**config.mk**
```make
export PLATFORM = sky130hd
export DESIGN_NAME = rv_mc_controller
export DESIGN_NICKNAME = d
export VERILOG_FILES = /design/src/rtl/rv_mc_controller.sv
export SDC_FILE = /design/constraint.sdc
export NUM_CORES = 1
export LEC_CHECK = 0
export ABC_CLOCK_PERIOD_IN_PS = 1800
export CAP_MARGIN = 20
export CORE_MARGIN = 5
export CORE_UTILIZATION = 35
export CTS_BUF_LIST = sky130_fd_sc_hd__clkbuf_2
export CTS_CLUSTER_DIAMETER = 200
export DETAILED_ROUTE_END_ITERATION = 16
export PLACE_DENSITY = 0.73
export SYNTH_ARGS = -nofsm -noshare
export SYNTH_HDL_FRONTEND = slang
export SYNTH_SLANG_ARGS = --single-unit
```
**constraint.sdc**
```tcl
create_clock -name clk -period 1.8 [get_ports clk]
set_clock_uncertainty 0.15 [all_clocks]
set_input_delay 0.27 -clock clk [delete_from_list [all_inputs] [get_ports clk]]
set_output_delay 0.27 -clock clk [all_outputs]
set_load 0.1 [all_outputs]
```
**src/rtl/rv_mc_controller.sv**
```systemverilog
// -----------------------------------------------------------------------------
// rv_mc_controller
//   Multi-cycle control FSM for the RV32I core. Walks each instruction through
//   fetch / decode / execute / memory / writeback and drives every datapath
//   enable, mux select and the ALU operation code. Conditional branches are
//   resolved from the ALU zero flag in the BRANCH state.
//
// Ports
//   clk         in   clock, all state changes on the rising edge
//   reset       in   synchronous active-high reset (forces FETCH)
//   op          in   instr[6:0]
//   funct3      in   instr[14:12]
//   funct7b5    in   instr[30]
//   Z           in   ALU zero flag
//   mem_ready   in   memory completes the current access this cycle
//   PCWrite     out  PC load enable
//   AdrSrc      out  memory address select: 0 PC, 1 ALUOut
//   MemWrite    out  data memory write strobe
//   IRWrite     out  IR / OldPC load enable
//   RegWrite    out  register file write enable
//   ResultSrc   out  00 ALUOut, 01 data register, 10 ALUResult
//   ALUSrcA     out  00 PC, 01 OldPC, 10 rs1, 11 zero
//   ALUSrcB     out  00 rs2, 01 immediate, 10 constant 4
//   ImmSrc      out  000 I, 001 S, 010 B, 011 J, 100 U (from op only)
//   ALUControl  out  ALU operation code
//   illegal     out  high while in TRAP
//   state_o     out  current state encoding
// -----------------------------------------------------------------------------
module rv_mc_controller #(
  parameter int ALUCW = 4
) (
  input  logic             clk,
  input  logic             reset,
  input  logic [6:0]       op,
  input  logic [2:0]       funct3,
  input  logic             funct7b5,
  input  logic             Z,
  input  logic             mem_ready,
  output logic             PCWrite,
  output logic             AdrSrc,
  output logic             MemWrite,
  output logic             IRWrite,
  output logic             RegWrite,
  output logic [1:0]       ResultSrc,
  output logic [1:0]       ALUSrcA,
  output logic [1:0]       ALUSrcB,
  output logic [2:0]       ImmSrc,
  output logic [ALUCW-1:0] ALUControl,
  output logic             illegal,
  output logic [3:0]       state_o
);

  typedef enum logic [3:0] {
    S_FETCH    = 4'd0,
    S_DECODE   = 4'd1,
    S_MEMADR   = 4'd2,
    S_MEMREAD  = 4'd3,
    S_MEMWB    = 4'd4,
    S_MEMWRITE = 4'd5,
    S_EXECR    = 4'd6,
    S_EXECI    = 4'd7,
    S_ALUWB    = 4'd8,
    S_BRANCH   = 4'd9,
    S_JAL      = 4'd10,
    S_LUI      = 4'd11,
    S_TRAP     = 4'd15
  } state_t;

  localparam logic [3:0] ALU_AND  = 4'd0;
  localparam logic [3:0] ALU_OR   = 4'd1;
  localparam logic [3:0] ALU_XOR  = 4'd2;
  localparam logic [3:0] ALU_ADD  = 4'd3;
  localparam logic [3:0] ALU_SUB  = 4'd4;
  localparam logic [3:0] ALU_SLL  = 4'd5;
  localparam logic [3:0] ALU_SRL  = 4'd6;
  localparam logic [3:0] ALU_SRA  = 4'd7;
  localparam logic [3:0] ALU_SLT  = 4'd8;
  localparam logic [3:0] ALU_SLTU = 4'd9;
  localparam logic [3:0] ALU_SGE  = 4'd10;
  localparam logic [3:0] ALU_SGEU = 4'd11;
  localparam logic [3:0] ALU_SEQ  = 4'd12;
  localparam logic [3:0] ALU_SNE  = 4'd13;

  localparam logic [6:0] OP_LOAD   = 7'b0000011;
  localparam logic [6:0] OP_STORE  = 7'b0100011;
  localparam logic [6:0] OP_REG    = 7'b0110011;
  localparam logic [6:0] OP_IMM    = 7'b0010011;
  localparam logic [6:0] OP_BRANCH = 7'b1100011;
  localparam logic [6:0] OP_JAL    = 7'b1101111;
  localparam logic [6:0] OP_LUI    = 7'b0110111;

  state_t state_q, state_d;

  // Arithmetic/logic op shared by EXECR and EXECI. funct7b5 selects SUB only
  // for register ops (for addi it is immediate bits), SRA for both.
  function automatic logic [3:0] arith_op(input logic [2:0] f3,
                                          input logic       f7b5,
                                          input logic       is_reg);
    logic [3:0] r;
    r = ALU_ADD;
    case (f3)
      3'b000:  r = (is_reg && f7b5) ? ALU_SUB : ALU_ADD;
      3'b001:  r = ALU_SLL;
      3'b010:  r = ALU_SLT;
      3'b011:  r = ALU_SLTU;
      3'b100:  r = ALU_XOR;
      3'b101:  r = f7b5 ? ALU_SRA : ALU_SRL;
      3'b110:  r = ALU_OR;
      default: r = ALU_AND;
    endcase
    return r;
  endfunction

  // Branch compare op; the ALU yields nonzero when the branch is taken.
  function automatic logic [3:0] branch_op(input logic [2:0] f3);
    logic [3:0] r;
    r = ALU_SEQ;
    case (f3)
      3'b000:  r = ALU_SEQ;
      3'b001:  r = ALU_SNE;
      3'b100:  r = ALU_SLT;
      3'b101:  r = ALU_SGE;
      3'b110:  r = ALU_SLTU;
      default: r = ALU_SGEU;
    endcase
    return r;
  endfunction

  // NOTE: sequential state uses non-blocking (<=) so every flop samples the
  // pre-edge value of its inputs; blocking here would create order races.
  always_ff @(posedge clk) begin
    if (reset) state_q <= S_FETCH;
    else       state_q <= state_d;
  end

  // Next-state logic.
  always_comb begin
    // NOTE: assign a default before the case so every path drives state_d;
    // a missing branch would otherwise infer a latch.
    state_d = state_q;
    case (state_q)
      S_FETCH:    if (mem_ready) state_d = S_DECODE;
      S_DECODE: begin
        if ((op == OP_LOAD || op == OP_STORE) && funct3 == 3'b010)
          state_d = S_MEMADR;
        else if (op == OP_REG)
          state_d = S_EXECR;
        else if (op == OP_IMM)
          state_d = S_EXECI;
        else if (op == OP_BRANCH && funct3[2:1] != 2'b01)
          state_d = S_BRANCH;
        else if (op == OP_JAL)
          state_d = S_JAL;
        else if (op == OP_LUI)
          state_d = S_LUI;
        else
          state_d = S_TRAP;
      end
      S_MEMADR:   state_d = op[5] ? S_MEMWRITE : S_MEMREAD;
      S_MEMREAD:  if (mem_ready) state_d = S_MEMWB;
      S_MEMWB:    state_d = S_FETCH;
      S_MEMWRITE: if (mem_ready) state_d = S_FETCH;
      S_EXECR:    state_d = S_ALUWB;
      S_EXECI:    state_d = S_ALUWB;
      S_ALUWB:    state_d = S_FETCH;
      S_BRANCH:   state_d = S_FETCH;
      S_JAL:      state_d = S_ALUWB;
      S_LUI:      state_d = S_ALUWB;
      S_TRAP:     state_d = S_TRAP;   // sticky until reset
      default:    state_d = S_TRAP;
    endcase
  end

  // Output decode: Moore except fetch enables (mem_ready) and branch PCWrite (Z).
  logic [3:0] alu_op;

  always_comb begin
    PCWrite   = 1'b0;
    AdrSrc    = 1'b0;
    MemWrite  = 1'b0;
    IRWrite   = 1'b0;
    RegWrite  = 1'b0;
    ResultSrc = 2'b00;
    ALUSrcA   = 2'b00;
    ALUSrcB   = 2'b00;
    alu_op    = ALU_ADD;
    illegal   = 1'b0;
    case (state_q)
      S_FETCH: begin
        ALUSrcB   = 2'b10;
        ResultSrc = 2'b10;
        IRWrite   = mem_ready;
        PCWrite   = mem_ready;
      end
      S_DECODE: begin
        ALUSrcA = 2'b01;
        ALUSrcB = 2'b01;
      end
      S_MEMADR: begin
        ALUSrcA = 2'b10;
        ALUSrcB = 2'b01;
      end
      S_MEMREAD:  AdrSrc = 1'b1;
      S_MEMWB: begin
        ResultSrc = 2'b01;
        RegWrite  = 1'b1;
      end
      S_MEMWRITE: begin
        AdrSrc   = 1'b1;
        MemWrite = 1'b1;
      end
      S_EXECR: begin
        ALUSrcA = 2'b10;
        alu_op  = arith_op(funct3, funct7b5, 1'b1);
      end
      S_EXECI: begin
        ALUSrcA = 2'b10;
        ALUSrcB = 2'b01;
        alu_op  = arith_op(funct3, funct7b5, 1'b0);
      end
      S_ALUWB:    RegWrite = 1'b1;
      S_BRANCH: begin
        ALUSrcA = 2'b10;
        alu_op  = branch_op(funct3);
        PCWrite = ~Z;
      end
      S_JAL: begin
        ALUSrcA = 2'b01;
        ALUSrcB = 2'b10;
        PCWrite = 1'b1;
      end
      S_LUI: begin
        ALUSrcA = 2'b11;
        ALUSrcB = 2'b01;
      end
      S_TRAP:     illegal = 1'b1;
      default:    illegal = 1'b1;
    endcase
  end

  assign ALUControl = ALUCW'(alu_op);

  // Immediate format depends only on the opcode.
  always_comb begin
    ImmSrc = 3'b000;
    case (op)
      OP_STORE:  ImmSrc = 3'b001;
      OP_BRANCH: ImmSrc = 3'b010;
      OP_JAL:    ImmSrc = 3'b011;
      OP_LUI:    ImmSrc = 3'b100;
      default:   ImmSrc = 3'b000;
    endcase
  end

  assign state_o = state_q;

endmodule

```
==> out/metrics.cfg, run 1 <==
[outcome]
status=stopped before the end
haltStage=clock tree synthesis
tool.error=[ERROR DPL-0038] Utilization greater than 100%, impossible to legalize

[synthesis]
ys_ff_latch=4
synthArstFlopShare=0
synth_nets=132
syn_avg_cell_area_um2=6.16
synth_edf_count=0
synthFlopType=dfxtp_1
synthCells=117
ys_warn_count=0
seq_area_frac_synth=0.111
synth_area_um2=721
ys_types=39

[clocking]
cts_made_buffers=3
htree_num_levels=1
root_buffer=clkbuf_2
ctsResizeCount=40
hold_buffers=0
cts.sinks=4
cts_buffer_depth=2
cts_setup_buffers=15

[floorplanning]
ios=38
die_width_um=55.4
initial_core_util=0.367
die_y_um=55.4
std_cell_rows=16

[place]
port_buffers=37
place_congestion=0.851
hpwl_mm=2.64

## cell usage after synthesis (2+ instances only)
| cell type | number | share of area |
|---|---|---|
| nand3b_1 | 2 | 0.021 |
| clkbuf_1 | 2 | 0.010 |
| nor2b_1 | 5 | 0.043 |
| nand2b_1 | 3 | 0.026 |
| nor3_1 | 10 | 0.069 |
| nand2_1 | 9 | 0.047 |
| nor2_1 | 18 | 0.094 |
| a31oi_1 | 2 | 0.017 |
| a21oi_1 | 13 | 0.090 |
| nor4_1 | 2 | 0.017 |
| buf_2 | 3 | 0.021 |
| a311oi_1 | 2 | 0.024 |
| a21boi_0 | 2 | 0.021 |
| nand4_1 | 3 | 0.026 |
| o21ai_0 | 7 | 0.049 |
| o21ai_1 | 4 | 0.028 |
| inv_1 | 3 | 0.016 |
| dfxtp_1 | 4 | 0.11 |
| or2_1 | 2 | 0.017 |
| nand3_1 | 2 | 0.014 |
## logic make-up after synthesis
logic type | synth area share
AND/OR/NAND/NOR | 0.486
adder cells (fa/ha/maj) | 0.0139
multiplexers | 0.0156
flip-flops | 0.111
AO/OA/AOI/OAI | 0.299
XOR/XNOR | 0.0122
buffers and inverters | 0.0625
## metrics by stage
stage	TNS, ns	setup WS [ns]	utilization	std cells	area, um^2
after global placement	-1.31	-0.311	0.914	199	1790
after floorplan	-3.82	-0.447	-	117	1010
after detailed placement	-1.86	-0.454	0.914	199	1790
==> run 2: changes to the inputs <==
--- a/config.mk
+++ b/config.mk
@@ -8,11 +8,9 @@
 export ABC_CLOCK_PERIOD_IN_PS = 1800
 export CAP_MARGIN = 20
 export CORE_MARGIN = 5
-export CORE_UTILIZATION = 35
-export CTS_BUF_LIST = sky130_fd_sc_hd__clkbuf_2
-export CTS_CLUSTER_DIAMETER = 200
+export CORE_UTILIZATION = 20
 export DETAILED_ROUTE_END_ITERATION = 16
-export PLACE_DENSITY = 0.73
+export PLACE_DENSITY_LB_ADDON = 0.15
 export SYNTH_ARGS = -nofsm -noshare
 export SYNTH_HDL_FRONTEND = slang
 export SYNTH_SLANG_ARGS = --single-unit
==> run 2 against run 1 <==
  * The flow now finishes, with violations (setup timing)
  * Synthesized area unchanged
  * Synthesized cell count unchanged
==> out/metrics.cfg, run 2 <==
[worst_setup_path]
cpMaxStageDelayCell=dfxtp_4
path_cells=buf_4 -> buf_6 -> nor2_4 -> nand2_2 -> nor2_2 -> a21oi_2 -> nor2_4 -> buf_12
cp.arrival_ns=1.52
crit_buf_inv=3
start_kind=flip-flop
crit_top_cell=nor2_4
crit_path_max_incr_delay_ns=0.37
cp_max_fo=4
worstSetupPathType=flip-flop to primary output
crit_path_end_kind=primary output
crit_required_ns=1.38
critPathTopFamily=buffers and inverters

[floorplanning]
std_cell_rows=21
dieArea_um2=4900
die_y_um=70.0
coreArea_um2=3420
initial_core_util=0.211
ios=38
die_width_um=70.0

[sta]
tightest_slew_ns=0.286
post-route-period-util=1.08
setup_tns_ns=-0.839
slew_violations=0
setup_viol=13
fmax_ghz=0.514
hold_viol=0
rsz0062_at_grt=yes
finalCriticalPeriod_ns=1.94
relSlewSlack=0.809
setup_slack_ns=-0.144

[clocking]
htree_num_levels=1
worstSkewPairLatency_ns=0.24
cts_tree=yes
cts_buffer_depth=2
cts.sinks=4
cts_made_buffers=3
root_buffer=clkbuf_4
clk_pin_slew_ns=0.03

[synthesis]
synth_edf_count=0
ys_ff_latch=4
yosysMostFrequentCell=nor2_1
synthArstFlopShare=0
synthTopCellsByCount=nor2_1 (18), a21oi_1 (13), nor3_1 (10)
synthFlopType=dfxtp_1
synthCells=117
seq_area_frac_synth=0.111
ys_warn_count=0
synth_top_area_frac=0.111
synth_area_um2=721
synth_nets=132
syn_avg_cell_area_um2=6.16
netlist_top_cells_area=dfxtp_1 (11%), nor2_1 (9.4%), a21oi_1 (9.0%)
yosys.area.top_type=dfxtp_1
ys_types=39

[outcome]
status=finished, violations left
violations=setup timing

[global_route]
track_usage=0.137
grt_first_pass_wirelength_mm=5.73
grt_max_degree=18
antenna_found_initial=0
overflow=0
grt_pass1_vias=1211

[place]
port_buffers=37
hpwl_mm=2.37
place_congestion=0.887
place_area_um2=1830

[final_layout]
diodes=0
fillers=263
layout_commonest_cell=buf_4
final_area_um2=2240
area_delta_synth_final_pct=210
fin_nets=218
final_cell_mix=buf_4 (37), buf_12 (26), nor2_1 (9)
largest_reg_flops=4
final_util=0.655
multi_input_area_um2=977
seq_area_um2=95.1
drive_gt1_frac=0.697

[drt]
postRouteAntennaNets=0
num_vias=1203
first_iter_violations=30
wirelength_mm=3.39
wl_per_cell_um=13.7
post-route-drc-count=0
first_pass_iters=4
drt-vias-per-instance=4.87

[power]
power_density_nw_per_um2=1960
power.total_mw=4.38
irDropWorstVdd_mv=0.747
p_leak_nw=0.888

[hold_path]
hold_path.class=input port to flip-flop

[job]
maxCapViolations=0

## run 2: area by class of cell
cell class | count | area share
clock buffers | 3 | 0.0101
inverters | 3 | 0.00839
multi-input cells | 104 | 0.437
flip-flops and latches | 4 | 0.0425
well taps | 46 | 0.0257
repair buffers | 87 | 0.477
## run 2: power by group
part	leakage, nW	switching, mW	internal (mW)	total (mW)
registers	0.0356	0.0636	0.144	0.208
clock network	0.0138	0.0366	0.0746	0.111
logic	0.839	2.37	1.69	4.06
total	0.888	2.47	1.91	4.38
## run 2: worst register-to-register path: cells and delay by family, from the launching register on
family                 cells  cell delay [ns]
DFF                        1             0.36
and+or+nand+nor            2             0.24
buffers and inverters      2             0.26
AOI/OAI and AO/OA          3             0.58
## run 2: kinds of logic after synthesis
| family | after synthesis | synth area share |
|---|---|---|
| flip-flops | 4 | 0.111 |
| AO/OA/AOI/OAI | 36 | 0.299 |
| buffers and inverters | 9 | 0.0625 |
| adder cells (fa/ha/maj) | 1 | 0.0139 |
| AND/OR/NAND/NOR | 65 | 0.486 |
| multiplexers | 1 | 0.0156 |
| XOR/XNOR | 1 | 0.0122 |
## run 2: through the flow
step / worst slack, ns / instances / hold slack (ns)
after floorplan: -0.447 / 117 / 0.182
after global placement: -0.262 / 221 / 0.615
after detailed placement: -0.298 / 221 / 0.618
after CTS: -0.123 / 238 / 0.479
after global routing: -0.214 / 247 / 0.556
final: -0.144 / 247 / 0.507
## run 2: final timing paths
check | startpoint | to | slack [ns] | cells past startpoint
setup / recovery | state_o[0]$_SDFFE_PP0P_ | PCWrite | -0.14 | 8
hold / removal | mem_ready | state_o[3]$_SDFFE_PP0P_ | 0.51 | 3
setup reg to reg | state_o[3]$_SDFFE_PP0P_ | state_o[0]$_SDFFE_PP0P_ | 0.10 | 7
hold reg to reg | state_o[2]$_SDFFE_PP0P_ | state_o[1]$_SDFFE_PP0P_ | 0.66 | 3
## run 2: per-layer routing
metal / track usage / part of all wire
met5: 0 / 0
met4: 0.0362 / 0.023
met3: 0.0330 / 0.043
met1: 0.163 / 0.40
met2: 0.244 / 0.53
## run 2: repair_timing
item                       CTS  global route
pin swaps                   17            12
resized for setup           41            21
hold buffers                 0             0
cloned                       1             1
buffers inserted            13             8
setup endpoints to repair   14            16
Power figures use the tool's default switching activity.
==> run 3: changes to the inputs <==
--- a/config.mk
+++ b/config.mk
@@ -6,8 +6,8 @@
 export NUM_CORES = 1
 export LEC_CHECK = 0
 export ABC_CLOCK_PERIOD_IN_PS = 1800
-export CAP_MARGIN = 20
-export CORE_MARGIN = 5
+export CAP_MARGIN = 30
+export CORE_MARGIN = 10
 export CORE_UTILIZATION = 20
 export DETAILED_ROUTE_END_ITERATION = 16
 export PLACE_DENSITY_LB_ADDON = 0.15
==> run 3 against run 2 <==
  * The flow still finishes with violations (setup timing)
  * Sequential share of layout area grew 0.17 points
  * First-iteration DRC count grew 30%
  * Critical path type unchanged
  * Critical path depth shrank 2
==> out/metrics.cfg, run 3 (synthesis results as in run 2) <==
[outcome]
status=finished, violations left
violations=setup timing

[final_layout]
drive_gt1_frac=0.690
layout_commonest_cell=buf_4
fin_nets=214
diodes=0
area_delta_synth_final_pct=198
largest_reg_flops=4
final_cell_mix=buf_4 (39), buf_12 (24), nor2_4 (9), nor2_1 (9), dlygate4sd2_1 (9)

[clocking]
root_buffer=clkbuf_4
cts_buffer_depth=2
clk_pin_slew_ns=0.04
worstSkewPairLatency_ns=0.23
cts.sinks=4
cts_made_buffers=3
cts_tree=yes
htree_num_levels=1

[worst_setup_path]
critPathTopFamily=simple AND/OR/NAND/NOR gates
crit_path_end_kind=primary output
cp_max_fo=4
worstSetupPathType=flip-flop to primary output
path_cells=nand2b_4 -> or2_4 -> a21oi_4 -> a31oi_2 -> nor2_4 -> buf_12
reg2reg_depth=5
cpMaxStageDelayCell=dfxtp_4
crit_required_ns=1.38
crit_path_max_incr_delay_ns=0.35
start_kind=flip-flop
reg2reg_slack_ns=0.12
cp.arrival_ns=1.49
crit_buf_inv=1
path_depth=6

[drt]
drt-vias-per-instance=4.94
first_pass_iters=4
postRouteAntennaNets=0
post-route-drc-count=0
wl_per_cell_um=14.9
num_vias=1201
first_iter_violations=39
wirelength_mm=3.63

[global_route]
track_usage=0.110
overflow=0
grt_max_degree=12
grt_pass1_vias=1293
grt_busiest_layer=met2
antenna_found_initial=0
grt_use_met3=0.0248
use_met2=0.201
grt_first_pass_wirelength_mm=5.93
use_met1=0.117

[floorplanning]
initial_core_util=0.211
coreArea_um2=3420
std_cell_rows=21
ios=38
dieArea_um2=6400
die_y_um=80.0
die_width_um=80.0

[power]
power_density_nw_per_um2=1970
p_leak_nw=0.856
irDropWorstVdd_mv=0.585

[sta]
setup_viol=9
slew_violations=0
rsz0062_at_grt=yes
timing.hold.ws_ns=0.551
setup_slack_ns=-0.106
relSlewSlack=0.808
setup_tns_ns=-0.511
tightest_slew_ns=0.285
post-route-period-util=1.06
finalCriticalPeriod_ns=1.91
fmax_ghz=0.525
hold_viol=0

[job]
maxCapViolations=0

[hold_path]
hold_path.class=input port to flip-flop
hold_depth=2

[place]
hpwl_mm=2.75
place_congestion=0.903
port_buffers=37

run 3: changes by cell type in the layout (fill, tap and decap cells not counted), sizes merged:
cell	delta
buf	-3
clkbuf	-1
clkdlybuf4s15	-1
clkinvlp	-1
dlygate4sd2	+1
inv	+1
run 3: layout make-up:
type | count | area (um^2)
inverter | 3 | 20.0
multi-input combinational | 104 | 967
clock buffer | 3 | 22.5
tap | 46 | 57.6
timing repair buffer | 83 | 988
sequential | 4 | 95.1
fill | 289 | 1260
run 3: layer usage:
| metal | vias to the layer above | wire length, um | part of all wire |
|---|---|---|---|
| li1 | 598 | - | - |
| met1 | 564 | 1400 | 0.39 |
| met2 | 33 | 2000 | 0.55 |
| met3 | 6 | 169 | 0.047 |
| met4 | 0 | 57 | 0.016 |
| met5 | - | 0 | 0 |
run 3: repair_timing:
item,in CTS,in global routing
pin swaps,16,20
setup endpoints to repair,17,13
gates cloned,1,0
resized for setup,39,23
setup buffers,9,9
hold buffers,0,0
run 3: power breakdown:
part           switching [mW]  internal (mW)
clock                  0.0375         0.0747
sequential             0.0666          0.144
combinational            2.34           1.59
run 3: through the flow:
stage / power, mW / area [um^2] / setup WS (ns) / std cells / utilization
after detailed placement: 3.66 / 1820 / -0.286 / 222 / 0.533
final: 4.25 / 2150 / -0.106 / 243 / 0.630
after CTS: 4.01 / 2020 / -0.127 / 235 / 0.591
after global placement: 3.63 / 1820 / -0.266 / 222 / 0.533
after floorplan: 2.49 / 1010 / -0.447 / 117 / -
after global routing: 4.44 / 2150 / -0.165 / 243 / 0.630
run 3: worst paths after layout:
kind,from,to
worst min-delay path,reset,state_o[2]$_SDFFE_PP0P_
worst max register to register,state_o[1]$_SDFFE_PP0P_,state_o[0]$_SDFFE_PP0P_
worst min register to register,state_o[3]$_SDFFE_PP0P_,state_o[1]$_SDFFE_PP0P_
worst max-delay path,state_o[1]$_SDFFE_PP0P_,ALUControl[2]
